===== src/rtl/enigma_ascii_ingest.sv =====
// enigma_ascii_ingest: folds an ASCII byte stream to 0..25 letter codes, buffers them
// in a FIFO and issues them one at a time to enigma_core with a start/done handshake.
module enigma_ascii_ingest #(
    parameter int DEPTH   = 8,
    parameter int AW      = 3,
    parameter int TIMEOUT = 15
) (
    input  logic          clk,
    input  logic          rst,
    input  logic          s_valid,
    input  logic [7:0]    s_data,
    output logic          s_ready,
    input  logic          flush,
    output logic          core_start,
    output logic [4:0]    core_char,
    input  logic          core_done,
    output logic          busy,
    output logic [AW:0]   level,
    output logic [15:0]   drop_cnt,
    output logic          err_timeout
);
    typedef enum logic [1:0] {IDLE, ISSUE, WAIT} state_t;
    localparam int TW = $clog2(TIMEOUT + 1);
    localparam logic [AW:0] FULL = (AW + 1)'(DEPTH);

    state_t        state, state_d;
    logic [4:0]    mem [DEPTH];
    logic [AW-1:0] wptr, rptr;
    logic [TW-1:0] tcnt, tcnt_d;
    logic          is_upper, is_lower, accept, push, pop, set_err;
    logic [4:0]    code;

    assign s_ready  = (level != FULL) && !flush;
    assign busy     = (level != '0) || (state != IDLE);
    assign is_upper = (s_data >= 8'h41) && (s_data <= 8'h5A);
    assign is_lower = (s_data >= 8'h61) && (s_data <= 8'h7A);
    assign code     = 5'(s_data - (is_upper ? 8'h41 : 8'h61));
    assign accept   = s_valid && s_ready;
    assign push     = accept && (is_upper || is_lower);

    always_comb begin
        state_d = state;
        tcnt_d  = tcnt;
        pop     = 1'b0;
        set_err = 1'b0;
        case (state)
            IDLE: if (level != '0) begin
                pop     = 1'b1;
                state_d = ISSUE;
            end
            ISSUE: begin
                tcnt_d  = '0;
                state_d = WAIT;
            end
            WAIT: if (core_done) begin
                pop     = (level != '0);
                state_d = (level != '0) ? ISSUE : IDLE;
            end else begin
                // done arriving on the final count wins over the timeout (branch above)
                tcnt_d = tcnt + 1'b1;
                if (tcnt_d == TW'(TIMEOUT)) begin
                    set_err = 1'b1;
                    state_d = IDLE;
                end
            end
            default: state_d = IDLE;
        endcase
    end

    always_ff @(posedge clk) begin
        if (push) mem[wptr] <= code;
    end

    always_ff @(posedge clk or posedge rst) begin
        if (rst) begin
            state       <= IDLE;
            tcnt        <= '0;
            wptr        <= '0;
            rptr        <= '0;
            level       <= '0;
            drop_cnt    <= '0;
            err_timeout <= 1'b0;
            core_start  <= 1'b0;
            core_char   <= '0;
        end else begin
            state      <= state_d;
            tcnt       <= tcnt_d;
            core_start <= (state_d == ISSUE);
            if (pop) core_char <= mem[rptr];
            if (set_err) err_timeout <= 1'b1;
            if (accept && !(is_upper || is_lower) && drop_cnt != 16'hFFFF) drop_cnt <= drop_cnt + 16'd1;
            if (flush) begin
                wptr  <= '0;
                rptr  <= '0;
                level <= '0;
            end else begin
                if (push) wptr <= wptr + 1'b1;
                if (pop) rptr <= rptr + 1'b1;
                level <= level + (AW + 1)'(push) - (AW + 1)'(pop);
            end
        end
    end
endmodule

===== config.mk =====
export PLATFORM = sky130hd
export DESIGN_NAME = enigma_ascii_ingest
export DESIGN_NICKNAME = d
export VERILOG_FILES = /design/src/rtl/enigma_ascii_ingest.sv
export SDC_FILE = /design/constraint.sdc
export NUM_CORES = 1
export LEC_CHECK = 0
export CORE_MARGIN = 1
export CORE_UTILIZATION = 25
export CTS_CLUSTER_SIZE = 10
export DETAILED_ROUTE_END_ITERATION = 8
export RECOVER_POWER = 50
export SLEW_MARGIN = 10
export SYNTH_ARGS = -nofsm -noshare
export SYNTH_HDL_FRONTEND = slang
export SYNTH_SLANG_ARGS = --single-unit

===== constraint.sdc =====
create_clock -name clk -period 3.1 [get_ports clk]
set_clock_uncertainty 0.2 [all_clocks]
set_input_delay 0.93 -clock clk [delete_from_list [all_inputs] [get_ports clk]]
set_output_delay 0.93 -clock clk [all_outputs]
set_load 0.02 [all_outputs]

==> results of run 1 <==
[how the worst min path moves through the flow]
| stage | end | slack (ns) | cells past startpoint |
|---|---|---|---|
| 3_3_place_gp | err_timeout | 0.27 | 1 |
| 2_1_floorplan | wptr[2] | 0.33 | 1 |
| 4_1_cts | err_timeout | 0.28 | 1 |
| 5_1_grt | err_timeout | 0.31 | 1 |
| 3_5_place_dp | err_timeout | 0.27 | 1 |
| 6_report | err_timeout | 0.28 | 1 |
[where the power goes]
part / switching [W] / internal, W / total [W]
clock: 0.000420 / 0.000629 / 0.00105
sequential: 0.000185 / 0.00124 / 0.00143
combinational: 0.000553 / 0.000551 / 0.00110
[worst max-delay path: cells and delay by family]
family                     cells  cell delay (ns)
and+or+nand+nor                4             0.96
buffers and inverters          3             0.23
adders and majority gates      4             0.84
AOI/OAI and AO/OA              1             0.19
[layer usage]
metal,track usage (%),wire length (um)
met5,0,0
met4,4.67,122
met3,2.58,295
met2,17.5,3620
met1,14.0,3390
[Yosys cell counts (4+ instances only)]
cell,count,area (um^2)
mux2i_1,7,70.1
nand4_1,5,31.3
edfxtp_1,40,1200
nor3_1,7,35.0
clkbuf_1,4,15.0
nand2_1,13,48.8
xnor2_1,14,123
xor2_1,10,87.6
o21ai_0,5,25.0
buf_2,4,20.0
nand3_1,14,70.1
mux4_2,10,225
a21oi_1,13,65.1
nor2_1,22,82.6
ha_1,14,175
dfrtp_1,39,976
inv_1,15,56.3
[state kept, by name (all words and copies together) (netlist names)]
name	cells
level	4
tcnt	4
core_start	1
rptr	3
mem	40
state	2
drop_cnt	16
err_timeout	1
core_char	5
wptr	3
[area by class of cell]
| cell class | instances | share of cell area, % |
|---|---|---|
| clock buffer | 10 | 4.69 |
| clock inverter | 6 | 1.44 |
| inverter | 15 | 1.28 |
| multi-input combinational | 175 | 30.7 |
| sequential | 79 | 44.6 |
| tap | 180 | 4.61 |
| timing repair buffer | 70 | 12.7 |
[logic make-up (layout without fill, tap and decap cells)]
| logic type | after synthesis | count (layout) | synth area share, % |
|---|---|---|---|
| XOR/XNOR | 24 | 24 | 5.75 |
| AND/OR/NAND/NOR | 86 | 86 | 12.8 |
| AO/OA/AOI/OAI | 32 | 32 | 5.64 |
| flip-flops | 79 | 79 | 59.5 |
| adder cells (fa/ha/maj) | 15 | 15 | 5.34 |
| multiplexers | 18 | 18 | 8.38 |
| buffers and inverters | 24 | 101 | 2.60 |
[per-stage QoR]
step	total power [W]	instance area [um^2]	util (%)	setup TNS [ns]
2_1_floorplan	0.00212	3720	-	-1.32
3_5_place_dp	0.00258	4540	32.2	-30.25
3_3_place_gp	0.00255	4540	32.2	-27.63
6_report	0.00358	4880	34.6	-0.0486
4_1_cts	0.00364	4850	34.4	-0.0302
5_1_grt	0.00380	4880	34.6	-0.324
[what timing repair did]
| action | CTS | global route |
|---|---|---|
| cloned | 0 | 0 |
| setup endpoints to repair | 46 | 25 |
| gates resized for setup | 18 | 13 |
| pin swaps | 9 | 10 |
| setup buffers | 1 | 0 |
==> key figures, run 1 <==
Yosys
  • Synth warn: 0
  • Synth Register Bits: 79
  • Seq/Total Area, Yosys: 59.5%
  • Asr flop ratio synth: 49.4%
  • Most used DFF post-synth: edfxtp_1
  • Synth Instances: 278
  • Mapped Nets: 306
  • EDFF count, synth: 40
  • Post-synth cell types: 45
  • Area of the mapped netlist: 0.00366 mm^2
  • Avg Inst Size Synth: 13.2 um^2

Pwr
  • PwrDens: 733 mW/mm^2
  • Pleak: 1.85 nW
  • Worst vdd ir: 0.380 mV

Min path
  • Hold/Removal Path Class: flip-flop to flip-flop
  • Hold path startpoint: err_timeout

Drt
  • WL final: 7430 um
  • Via count: 2401
  • WL/cell: 13.9 um
  • Remaining DRCs: 0
  • Iter 0 DRT Violations: 104
  • Routed Antenna Nets: 0
  • Drt pass-1 iters: 4
  • Via density: 4.49

Placed design
  • PortBufs: 41
  • Gp weighted congestion: 0.782
  • DP Wirelength: 5270 um
  • Pre-CTS setup slack: -0.784 ns
  • Dpl cells: 518

Timing
  • Worst-Margin Slew: 1.00 ns
  • RSZ-0062 raised after global routing: yes
  • Relative slew slack: 33.2%
  • FMAX: 0.320 GHz
  • Final setup fails: 2
  • Slack of the critical path: -0.0261 ns
  • Fin crit share: 101%
  • Min Hold Slack: 0.275 ns
  • Pins Over Slew Limit: 0
  • Final worst path period need: 3.13 ns
  • Final Hold Vio Count: 0

Worst setup path
  • Crit path capture type: flip-flop
  • CP Max Fanout: 2
  • Required @ worst endpoint: 3.12 ns
  • Critical-path cell list: buf_8 -> clkinvlp_4 -> ha_4 -> or3b_1 -> or3_1 -> o211a_1 -> nand2_4 -> ha_4 -> inv_2 -> ha_4 -> fa_1 -> nor2b_1
  • R2r endpoint: level[2]
  • Reg2Reg Depth: 11
  • CP max stage delay: 0.40 ns
  • R2R setup slack: 0.60 ns
  • Crit. Startpoint: s_data[0]
  • Most common cell on crit path: ha_4
  • Worst r2r src: level[2]
  • Crit Path Class: primary input to flip-flop
  • CP startpoint kind: primary input
  • Critical path's slowest cell: or3_1
  • Arrival time worst endpoint: 3.14 ns
  • Worst Setup EP: level[1]

Job
  • Maxcap violations: 0

Status
  • Outcome: finished, violations left
  • Failing checks: setup timing

Clock network
  • Worst-path clk slew: 0.06 ns
  • Post-CTS Hold Fix Bufs: 0
  • Max Root-Sink Buffers: 2
  • CTS tree: done
  • H-Tree Depth: 3
  • Clock net sink count: 79
  • Clock insertion delay at the later pin of the skew report: 0.33 ns
  • Num CTS Buffers: 9
  • Root Buffer: clkbuf_16

Layout
  • Commonest non-fill, non-tap cell in the layout: edfxtp_1
  • Ant. Diodes: 0
  • Nets: 378
  • Final Non-Filler Cells: 535
  • Most frequent cells in the layout: edfxtp_1 (40), dfrtp_1 (39), clkdlybuf4s50_1 (29)
  • P&R area growth vs syn: 33.4%
  • Filler Cells Inserted: 1415
  • Register area: 0.00218 mm^2
  • Area of the multi-input gates: 0.00150 mm^2
  • Proportion of layout cells with a drive suffix above 1: 21.7%

Floorplan
  • Die ar.: 0.0151 mm^2
  • Starting Density: 26.0%
  • Core area: 0.0141 mm^2
  • I/O pin cnt: 42
  • Die Ht: 123 um
  • Die X: 123 um
  • # rows: 43

Global route
  • Remaining Overflow, GRT: 0
  • Antenna violations before repair: 0
  • Number of global-route vias before repair: 2510
  • Total track usage: 10.9%
  • Largest net degree at the start of global routing: 40
  • First-pass GRT wire length: 12400 um
Power figures use the tool's default switching activity.
==> run 2: changes to the inputs <==
--- a/config.mk
+++ b/config.mk
@@ -6,9 +6,10 @@
 export NUM_CORES = 1
 export LEC_CHECK = 0
 export CORE_MARGIN = 1
-export CORE_UTILIZATION = 25
+export CORE_UTILIZATION = 56
 export CTS_CLUSTER_SIZE = 10
 export DETAILED_ROUTE_END_ITERATION = 8
+export PLACE_DENSITY = 0.8
 export RECOVER_POWER = 50
 export SLEW_MARGIN = 10
 export SYNTH_ARGS = -nofsm -noshare
==> run 2 against run 1 <==
Compared with the run above: the run now ends clean; setup slack gained 0.049 ns; maximum frequency increased by 1.6%; register-to-register slack got worse by 0.10 ns; largest cell class unchanged; highest routed layer unchanged.
==> key figures, run 2 (synthesized netlist as in run 1, its figures left out) <==
Placed design
  • Gp weighted congestion: 0.802 (was 0.782)
  • Pre-CTS setup slack: -0.820 ns (was -0.784 ns)
  • DP Wirelength: 5090 um (was 5270 um)
  • PortBufs: 41 (unchanged)

Clock network
  • Max Root-Sink Buffers: 2 (unchanged)
  • Clock insertion delay at the later pin of the skew report: 0.35 ns (was 0.33 ns)
  • Clock net sink count: 79 (unchanged)
  • Worst-path clk slew: 0.08 ns (was 0.06 ns)
  • H-Tree Depth: 3 (unchanged)
  • Num CTS Buffers: 9 (unchanged)
  • Root Buffer: clkbuf_8 (was clkbuf_16)
  • CTS tree: done (unchanged)
  • Post-CTS Hold Fix Bufs: 0 (unchanged)

Layout
  • Most frequent cells in the layout: edfxtp_1 (40), dfrtp_1 (39), clkdlybuf4s50_1 (34) (was edfxtp_1 (40), dfrtp_1 (39), clkdlybuf4s50_1 (29))
  • P&R area growth vs syn: 27.0% (was 33.4%)
  • Largest register by flop count: mem (unchanged)
  • Largest regs: mem (40), drop_cnt (16), core_char (5) (unchanged)
  • Commonest non-fill, non-tap cell in the layout: edfxtp_1 (unchanged)
  • Ant. Diodes: 0 (unchanged)
  • Filler Cells Inserted: 423 (was 1415)
  • Max FFs per register: 40 (unchanged)
  • Core Util, Final: 73.6% (was 34.6%)
  • Nets: 382 (was 378)
  • Proportion of layout cells with a drive suffix above 1: 23.7% (was 21.7%)

Timing
  • Final worst path period need: 3.08 ns (was 3.13 ns)
  • FMAX: 0.325 GHz (was 0.320 GHz)
  • Pins Over Slew Limit: 0 (unchanged)
  • Worst-Margin Slew: 0.986 ns (was 1.00 ns)
  • Relative slew slack: 34.2% (was 33.2%)
  • Final setup fails: 0 (was 2)
  • Post-Route Setup TNS: 0 ns (was -0.0486 ns)
  • Final Hold Vio Count: 0 (unchanged)
  • Fin crit share: 99.3% (was 101%)
  • Min Hold Slack: 0.283 ns (was 0.275 ns)
  • Slack of the critical path: 0.0229 ns (was -0.0261 ns)

Drt
  • Iter 0 DRT Violations: 159 (was 104)
  • Drt pass-1 iters: 4 (unchanged)
  • Via count: 2505 (was 2401)
  • Via density: 5.75 (was 4.49)
  • WL/cell: 17.1 um (was 13.9 um)
  • Routed Antenna Nets: 0 (unchanged)
  • WL final: 7440 um (was 7430 um)
  • Remaining DRCs: 0 (unchanged)

Worst setup path
  • CP Max Fanout: 2 (unchanged)
  • CP startpoint kind: primary input (unchanged)
  • Most common cell on crit path: ha_4 (unchanged)
  • Crit Path Class: primary input to flip-flop (unchanged)
  • Worst r2r src: level[2] (unchanged)
  • Arrival time worst endpoint: 3.11 ns (was 3.14 ns)
  • Crit path capture type: flip-flop (unchanged)
  • Critical-path cell list: buf_6 -> clkinvlp_4 -> ha_4 -> or3b_4 -> or3_4 -> o211a_4 -> nand2_4 -> ha_4 -> inv_4 -> ha_4 -> fa_2 -> nor2b_1 (was buf_8 -> clkinvlp_4 -> ha_4 -> or3b_1 -> or3_1 -> o211a_1 -> nand2_4 -> ha_4 -> inv_2 -> ha_4 -> fa_1 -> nor2b_1)
  • CP max stage delay: 0.41 ns (was 0.40 ns)
  • Crit. Startpoint: s_data[0] (unchanged)
  • Critical path's slowest cell: fa_2 (was or3_1)
  • Required @ worst endpoint: 3.13 ns (was 3.12 ns)

Floorplan
  • Die X: 82.8 um (was 123 um)
  • Die Ht: 82.8 um (was 123 um)
  • Core area: 0.00631 mm^2 (was 0.0141 mm^2)
  • # rows: 29 (was 43)
  • Starting Density: 57.9% (was 26.0%)
  • I/O pin cnt: 42 (unchanged)
  • Die ar.: 0.00686 mm^2 (was 0.0151 mm^2)

Global route
  • Number of global-route vias before repair: 2482 (was 2510)
  • First-pass GRT wire length: 12000 um (was 12400 um)
  • Largest net degree at the start of global routing: 40 (unchanged)
  • Antenna violations before repair: 0 (unchanged)
  • Remaining Overflow, GRT: 0 (unchanged)
  • Total track usage: 22.3% (was 10.9%)

Pwr
  • PwrDens: 699 mW/mm^2 (was 733 mW/mm^2)
  • Worst vdd ir: 0.561 mV (was 0.380 mV)
  • Pleak: 1.80 nW (was 1.85 nW)

Status
  • Outcome: complete, no violations (was finished, violations left)

Job
  • Maxcap violations: 0 (unchanged)

Min path
  • Hold/Removal Path Class: flip-flop to flip-flop (unchanged)
  • Hold path startpoint: err_timeout (unchanged)
[run 2: cell types whose count changed in the layout (fill, tap and decap cells not counted), sizes merged, moves of 3 or more]
cell	previous run	this run
buf	24	28
clkdlybuf4s50	29	34
dlygate4sd3	7	2
clkinvlp	1	4
[run 2: path summary, 6_finish.rpt]
check,to,slack [ns],depth (start not counted)
setup / recovery,level[1],0.02,12
hold / removal,err_timeout,0.28,1
setup reg to reg,level[1],0.50,11
hold reg to reg,err_timeout,0.28,1
max in group asynchronous,drop_cnt[4],0.96,3
min in group asynchronous,err_timeout,1.13,3
[run 2: worst max-delay path: cells and delay by family]
family | cells | cell delay [ns]
compound gates | 1 | 0.17
buf+inv | 3 | 0.23
fa+ha+maj | 4 | 0.86
simple gates | 4 | 0.93
[run 2: per-stage QoR]
stage	power, W	area [um^2]	std cells
finish	0.00325	4650	436
global route	0.00343	4650	436
CTS	0.00321	4610	436
detailed placement	0.00257	4390	415
global placement	0.00252	4390	415
floorplan	0.00212	3720	278
[run 2: final cells by class]
type	instances	area (um^2)	share of cell area, %
Clock buffer	10	128	2.75
Multi-Input combinational cell	175	1500	32.3
Clock inverter	6	37.5	0.808
Tap cell	77	96.3	2.07
Inverter	15	62.6	1.35
Sequential cell	79	2180	46.9
Timing Repair Buffer	74	642	13.8
[run 2: what timing repair did]
action,4_1_cts,5_1_grt
setup endpoints to repair,48,22
resized for setup,16,15
setup buffers,5,0
pin swaps,8,3
[run 2: power by group]
group          internal (W)  total [W]  switching [W]  leakage [nW]
sequential          0.00124    0.00143       0.000188         0.866
combinational      0.000596    0.00116       0.000567         0.855
clock              0.000286   0.000658       0.000371        0.0781
total               0.00212    0.00325        0.00113          1.80
[run 2: per-layer routing]
layer | routed length [um] | GRT usage [%]
met1 | 3220 | 30.4
met2 | 3710 | 35.8
met3 | 372 | 5.47
met4 | 130 | 6.90
met5 | 0 | 0
==> run 3: changes to the inputs <==
--- a/config.mk
+++ b/config.mk
@@ -9,9 +9,10 @@
 export CORE_UTILIZATION = 56
 export CTS_CLUSTER_SIZE = 10
 export DETAILED_ROUTE_END_ITERATION = 8
+export GPL_ROUTABILITY_DRIVEN = 0
 export PLACE_DENSITY = 0.8
 export RECOVER_POWER = 50
-export SLEW_MARGIN = 10
+export SLEW_MARGIN = 5
 export SYNTH_ARGS = -nofsm -noshare
 export SYNTH_HDL_FRONTEND = slang
 export SYNTH_SLANG_ARGS = --single-unit
==> results of run 3 <==
The final DEF is identical to that of run 2; final timing and power are the same.
